$ cat config.mk
export PLATFORM = sky130hd
export DESIGN_NAME = cnt_run_ctrl
export DESIGN_NICKNAME = d
export VERILOG_FILES = /design/src/rtl/cnt_run_ctrl.sv
export SDC_FILE = /design/constraint.sdc
export NUM_CORES = 1
export LEC_CHECK = 0
export CORE_MARGIN = 2
export CORE_UTILIZATION = 50
export CTS_BUF_LIST = sky130_fd_sc_hd__clkbuf_16
export CTS_CLUSTER_DIAMETER = 50
export CTS_CLUSTER_SIZE = 40
export DETAILED_ROUTE_END_ITERATION = 16
export MAX_ROUTING_LAYER = met4
export PLACE_DENSITY = 0.8
export SLEW_MARGIN = 5
export SYNTH_ARGS = -nofsm -noshare
export SYNTH_HDL_FRONTEND = slang
export SYNTH_SLANG_ARGS = --single-unit
$ cat constraint.sdc
create_clock -name Clk -period 2.64 [get_ports Clk]
set_clock_uncertainty 0.1 [all_clocks]
set_input_delay 0.792 -clock Clk [delete_from_list [all_inputs] [get_ports Clk]]
set_output_delay 0.792 -clock Clk [all_outputs]
set_load 0.05 [all_outputs]
$ cat src/rtl/cnt_run_ctrl.sv
// cnt_run_ctrl: run controller for an external mod-121 counter.
// Sequences clear / count / hold / done for a requested number of laps.
// It counts one lap on each tc-qualified wrap (tc=1 while enabled).
`timescale 1ns/1ps
module cnt_run_ctrl #(
  parameter int LAPW   = 8,
  parameter int TC_LAT = 0
) (
  input  logic            Clk,
  input  logic            MR,
  input  logic            start,
  input  logic            stop,
  input  logic            pause,
  input  logic [LAPW-1:0] laps,
  input  logic            tc,
  output logic            cnt_en,
  output logic            cnt_clr,
  output logic            busy,
  output logic            done,
  output logic            err,
  output logic [LAPW-1:0] lap_cnt
);

  typedef enum logic [2:0] {
    S_IDLE  = 3'd0,
    S_CLEAR = 3'd1,
    S_RUN   = 3'd2,
    S_HOLD  = 3'd3,
    S_DONE  = 3'd4
  } state_t;

  state_t          state;
  logic [LAPW-1:0] laps_r;
  logic            tc_q;
  logic            lap_hit;
  logic [LAPW-1:0] lap_next;

  // Only a zero-latency tc is supported. Any other setting masks laps,
  // so a misconfigured instance never completes a run.
  assign tc_q = (TC_LAT == 0) ? tc : 1'b0;

  // A lap is the wrap edge: tc seen while the counter is enabled in RUN.
  assign lap_hit  = (state == S_RUN) && cnt_en && tc_q;
  assign lap_next = lap_cnt + LAPW'(1);

  // Controller FSM. Every output is registered alongside the state.
  always_ff @(posedge Clk or negedge MR) begin
    if (!MR) begin
      state   <= S_IDLE;
      cnt_en  <= 1'b0;
      cnt_clr <= 1'b0;
      busy    <= 1'b0;
      done    <= 1'b0;
      err     <= 1'b0;
      lap_cnt <= '0;
      laps_r  <= '0;
    end else begin
      // Pulse outputs default low; each state raises them as needed.
      cnt_clr <= 1'b0;
      done    <= 1'b0;
      err     <= 1'b0;
      case (state)
        S_IDLE: begin
          cnt_en <= 1'b0;
          busy   <= 1'b0;
          if (stop) begin
            state <= S_IDLE;
          end else if (start) begin
            if (laps == '0) begin
              err <= 1'b1;
            end else begin
              state   <= S_CLEAR;
              laps_r  <= laps;
              lap_cnt <= '0;
              cnt_clr <= 1'b1;
              busy    <= 1'b1;
            end
          end
        end
        S_CLEAR: begin
          // The counter was cleared on entry; nothing more to clear here.
          if (stop) begin
            state <= S_IDLE;
            busy  <= 1'b0;
          end else begin
            state  <= S_RUN;
            cnt_en <= 1'b1;
          end
        end
        S_RUN: begin
          if (stop) begin
            state   <= S_IDLE;
            cnt_en  <= 1'b0;
            cnt_clr <= 1'b1;
            busy    <= 1'b0;
          end else if (lap_hit) begin
            // A lap and a pause in the same cycle both take effect.
            lap_cnt <= lap_next;
            if (lap_next == laps_r) begin
              state  <= S_DONE;
              cnt_en <= 1'b0;
              busy   <= 1'b0;
              done   <= 1'b1;
            end else if (pause) begin
              state  <= S_HOLD;
              cnt_en <= 1'b0;
            end
          end else if (pause) begin
            state  <= S_HOLD;
            cnt_en <= 1'b0;
          end
        end
        S_HOLD: begin
          // tc is ignored here; the counter is frozen with cnt_en low.
          if (stop) begin
            state   <= S_IDLE;
            cnt_clr <= 1'b1;
            busy    <= 1'b0;
          end else if (!pause) begin
            state  <= S_RUN;
            cnt_en <= 1'b1;
          end
        end
        S_DONE: begin
          state  <= S_IDLE;
          cnt_en <= 1'b0;
          busy   <= 1'b0;
        end
        default: begin
          state  <= S_IDLE;
          cnt_en <= 1'b0;
          busy   <= 1'b0;
        end
      endcase
    end
  end

endmodule

==> results of run 1 <==
## worst paths after layout
kind                       cells after the start          to  slack [ns]        from
max                                            1  lap_cnt[3]        0.12  lap_cnt[3]
min                                            1   laps_r[3]        0.43   laps_r[3]
max reg2reg                                    6        busy        0.41  lap_cnt[0]
min reg2reg                                    1   laps_r[3]        0.43   laps_r[3]
max in group asynchronous                      2  lap_cnt[5]        1.41          MR
min in group asynchronous                      2    state[2]        0.79          MR
## power by group
part           switching [mW]  internal (mW)  total, mW
registers              0.0344          0.403      0.437
clock network           0.127          0.301      0.428
logic                   0.115         0.0979      0.213
total                   0.276          0.802       1.08
## flip-flops by register name, summed over array words and instances (netlist names)
| signal | flops |
|---|---|
| busy | 1 |
| cnt_clr | 1 |
| cnt_en | 1 |
| done | 1 |
| err | 1 |
| lap_cnt | 8 |
| laps_r | 8 |
| state | 3 |
## final cells by class
cell class	instances	area [um2]	share of cell area (%)
clock buffers	3	75.1	4.25
clock inverters	1	30.0	1.70
inverters	1	3.75	0.213
multi-input cells	100	696	39.4
flip-flops and latches	24	601	34.0
well taps	30	37.5	2.13
repair buffers	34	323	18.3
## stage by stage
stage	area [um2]	instances	total power, mW
2_1_floorplan	1350	132	0.578
3_3_place_gp	1660	189	0.646
3_5_place_dp	1660	189	0.656
4_1_cts	1760	193	1.08
5_1_grt	1770	193	1.12
6_report	1770	193	1.08
## per-layer routing
| metal | up-vias | wire, um | global-route usage (%) |
|---|---|---|---|
| li1 | 550 | - | - |
| met1 | 564 | 1340 | 29.4 |
| met2 | 43 | 1510 | 35.0 |
| met3 | 6 | 157 | 2.56 |
| met4 | 0 | 43 | 8.16 |
| met5 | - | 0 | - |
## cell families (layout without fill, tap and decap cells)
kind of cell    Yosys count  count (layout)  synth area share [%]
xor+xnor                  9               9                  5.82
compound gates           35              35                  17.1
mux                       6               6                  4.99
simple gates             49              49                  22.6
buf+inv                   8              39                  4.25
flops                    24              24                  44.4
fa+ha+maj                 1               1                 0.924
## cells in the final DEF (no fill, tap or decap), types with 2 or more instances in the layout
cell type	instances
clkdlybuf4s50_1	25
dfrtp_1	24
nand2_1	12
o21ai_0	12
buf_4	8
and3_1	6
o31ai_1	6
mux2_2	6
xnor2_1	5
xor2_1	4
nand3_1	4
a31oi_1	4
nor2_1	4
nor4_1	3
nor2b_1	3
a21oi_1	3
a22o_1	3
clkbuf_16	3
nor3b_1	2
o21a_1	2
nor3_1	2
nor4_2	2
## synthesized netlist by cell type (2+ instances only)
cell / instances
o21ai_0: 12
nor3b_1: 2
xor2_1: 4
xnor2_1: 5
a31oi_1: 4
nor2b_1: 3
nor4_2: 2
dfrtp_1: 24
a22o_1: 3
a21oi_1: 3
nor2_1: 4
and3_1: 6
mux2_2: 6
o21a_1: 2
o31ai_1: 6
nor4_1: 3
nand3_1: 4
buf_6: 2
nor3_1: 2
clkbuf_1: 3
nand2_1: 12
==> flow_summary.toml, run 1 <==
[timing]
setup_slack_ns = 0.122
period_needed_ns = 2.52
hold_viol_final = 0
max_slew_margin_pct = 62.8
min_period_over_period_pct = 95.4
fin_setup_tns_ns = 0
max_freq_mhz = 397
finalSetupViolations = 0
tightestPinTransition_ns = 0.557
rsz0062_at_grt = "false"
slew_violations = 0
whs_ns = 0.434

[global_routing]
gr-total-overflow = 0
grt_pass1_wl_um = 5410
gr-usage-all-layers_pct = 22.1
antenna_found_initial = 0
first_global_vias = 1176
grt_max_degree = 25

[synth]
ys_ff_latch = 24
netlist_area_um2 = 1350
seq_area_frac_synth_pct = 44.4
synth_flop_cell = "dfrtp_1"
syn_avg_cell_area_um2 = 10.3
ys_warn_count = 0
synth_area_leader_cell = "dfrtp_1"
syn-num-nets = 147
synth-edff-count = 0
ys_top_cells_by_area = "dfrtp_1 (44%), mux2_2 (5.0%), o21ai_0 (4.4%)"
synth_top_area_share_pct = 44.4
async_flop_share_pct = 100
synth_cells = 132
synth_cell_types = 41

[clocking]
cts_hold_buf = 0
cts.sinks = 24
post-cts-setup-buffers = 0
cts_root_buf = "clkbuf_16"
h-tree-depth = 1
cts.clk_slew.worst_paths_ns = 0.06
insertion_delay_ns = 0.26
cts_tree = "done"
cts_made_buffers = 3
post_cts_resized = 0
clockBufferDepth = 2

[power]
p_per_area_nw_per_um2 = 611
power.leakage_nw = 0.759
irDropWorstVdd_v = 0.000537

[floorplanning]
initial_utilization_pct = 53.7
die_y_um = 56.0
pin_count = 27
rows = 18
die_area_um2 = 3140
coreArea_um2 = 2520
dieWidth_um = 56.0

[layout]
postLayoutCoreUtil_pct = 70.0
syn_to_final_growth_pct = 30.4
n_antenna_cell = 0
fin_nets = 179
fillCellCount = 190
drive_gt1_share_pct = 16.0

[place]
finalWeightedCongestion = 0.918
io_buffers = 26
dpl_worst_slack_ns = 0.0574
dp_hpwl_um = 2280

[worst_setup_path]
arrival_ns = 1.63
endpoint_kind = "output port"
crit_chain = "clkdlybuf4s50_1"
critPathMaxStageDelay_ns = 0.86
crit_fanout = 9
worstPathRequired_ns = 1.75
cp-start-kind = "flop"
crit_family = "buffers and inverters"
crit_buf_inv = 1
path_class = "flop to output port"
crit_slowest_cell = "clkdlybuf4s50_1"

[status]
outcome = "finished, final reports clean"

[route]
dr_total_vias = 1163
vias_per_cell = 6.03
drt.antenna.violating_nets = 0
drt_iter0_markers = 42
dr.pass1.iters = 4
drc = 0
routed_wl_um = 3050
post_drt_wl_per_cell_um = 15.8

[job]
cap_violations = 0

[hold_path]
holdCritPathClass = "flop to flop"
No activity file was read; power rests on OpenSTA's default activity.
==> run 2, diff against run 1 <==
CAP_MARGIN = 40   (was default)
REMOVE_ABC_BUFFERS = 1   (was default)
==> flow_summary.toml, run 2 (synthesized netlist as in run 1, its figures left out) <==
[global_routing]
gr-total-overflow = 0
antenna_found_initial = 0
gr-usage-all-layers_pct = 22.4
first_global_vias = 1170
grt_pass1_wl_um = 5400
grt_max_degree = 25

[worst_setup_path]
ff2ff_path_depth = 6
cp-start-kind = "flop"
reg2reg_from = "lap_cnt[0]"
arrival_ns = 1.62
crit_buf_inv = 1
crit_chain = "clkdlybuf4s50_1"
r2r_setup_slack_ns = 0.36
crit_family = "buffers and inverters"
crit_fanout = 9
critPathMaxStageDelay_ns = 0.86
worstPathRequired_ns = 1.75
endpoint_kind = "output port"
cp-endpoint = "lap_cnt[3]"
path_class = "flop to output port"
reg2reg_to = "state[2]"
cp.depth = 1
crit_start = "lap_cnt[3]"
crit_slowest_cell = "clkdlybuf4s50_1"

[power]
power.leakage_nw = 0.736
irDropWorstVdd_v = 0.000493
p_per_area_nw_per_um2 = 555

[timing]
period_needed_ns = 2.51
tightestPinTransition_ns = 0.620
finalSetupViolations = 0
fin_setup_tns_ns = 0
slew_violations = 0
max_freq_mhz = 398
rsz0062_at_grt = "false"
max_slew_margin_pct = 58.6
min_period_over_period_pct = 95.1
hold_viol_final = 0
setup_slack_ns = 0.129

[clocking]
cts_hold_buf = 0
cts_root_buf = "clkbuf_16"
insertion_delay_ns = 0.25
cts_tree = "done"
cts.clk_slew.worst_paths_ns = 0.06
clockBufferDepth = 2
cts.sinks = 24
post_cts_resized = 0
h-tree-depth = 1
post-cts-setup-buffers = 0
cts_made_buffers = 3

[layout]
syn_to_final_growth_pct = 29.1
top_regs = "lap_cnt x8, laps_r x8, state x3"
final_common_cell = "clkdlybuf4s50_1"
layout_common_cells = "clkdlybuf4s50_1 (26), dfrtp_1 (24), nand2_1 (12), o21ai_0 (12), buf_4 (10)"
postLayoutCoreUtil_pct = 69.3
n_antenna_cell = 0
drive_gt1_share_pct = 16.5
fin_nets = 181
stdcell_area_um2 = 1750

[place]
dpl_cell_area_um2 = 1670
dpl_worst_slack_ns = -0.0147
io_buffers = 26
dp_hpwl_um = 2420
finalWeightedCongestion = 0.863

[status]
outcome = "finished, final reports clean"

[floorplanning]
die_y_um = 56.0
coreArea_um2 = 2520
rows = 18
initial_utilization_pct = 53.7
dieWidth_um = 56.0
die_area_um2 = 3140
pin_count = 27

[route]
routed_wl_um = 3160
drt.antenna.violating_nets = 0
vias_per_cell = 6.04
dr.pass1.iters = 4
drt_iter0_markers = 43
drc = 0
dr_total_vias = 1171
post_drt_wl_per_cell_um = 16.3

[hold_path]
whs_path_depth = 1
holdCritPathClass = "flop to flop"

[job]
cap_violations = 0
run 2: changes by cell type in the layout (fill, tap and decap cells not counted), sizes merged:
| cell | change |
|---|---|
| bufinv | -1 |
| clkdlybuf4s50 | +1 |
| dlymetal6s2s | -1 |
| buf | +2 |
run 2: worst register-to-register path, delay by kind of cell, from the launching register on:
family	cells	cell delay, ns
flops	1	0.46
simple gates	3	0.88
compound gates	2	0.39
fa+ha+maj	1	0.39
run 2: cell type report:
type | instances | area (um2)
sequential | 24 | 601
inverter | 1 | 3.75
timing repair buffer | 36 | 335
tap | 30 | 37.5
fill | 191 | 774
clock buffer | 3 | 75.1
multi-input combinational | 100 | 696
run 2: stage by stage:
step | instances | hold slack (ns) | total power [mW]
6_report | 194 | 0.412 | 0.970
5_1_grt | 194 | 0.455 | 1.01
3_3_place_gp | 191 | 0.405 | 0.645
4_1_cts | 194 | 0.413 | 0.976
3_5_place_dp | 191 | 0.412 | 0.657
2_1_floorplan | 125 | 0.375 | 0.573
run 2: worst min-delay path by stage:
stage               from        end  slack (ns)
2_1_floorplan   state[2]   state[0]        0.37
3_3_place_gp    state[2]   state[0]        0.41
3_5_place_dp    state[2]   state[0]        0.41
4_1_cts         state[2]   state[0]        0.41
5_1_grt        laps_r[4]  laps_r[4]        0.46
6_report        state[2]   state[0]        0.41
run 2: metal layers:
layer | vias to the layer above | global-route usage, % | part of all wire [%]
li1 | 553 | - | -
met1 | 567 | 27.1 | 43
met3 | 10 | 4.88 | 4.5
met5 | - | - | 0
met2 | 41 | 37.5 | 50
met4 | 0 | 6.46 | 3.2
run 2: power breakdown:
group	internal [mW]	switching (mW)	total [mW]
Sequential	0.403	0.0332	0.436
Combinational	0.0983	0.118	0.217
Clock	0.200	0.117	0.317
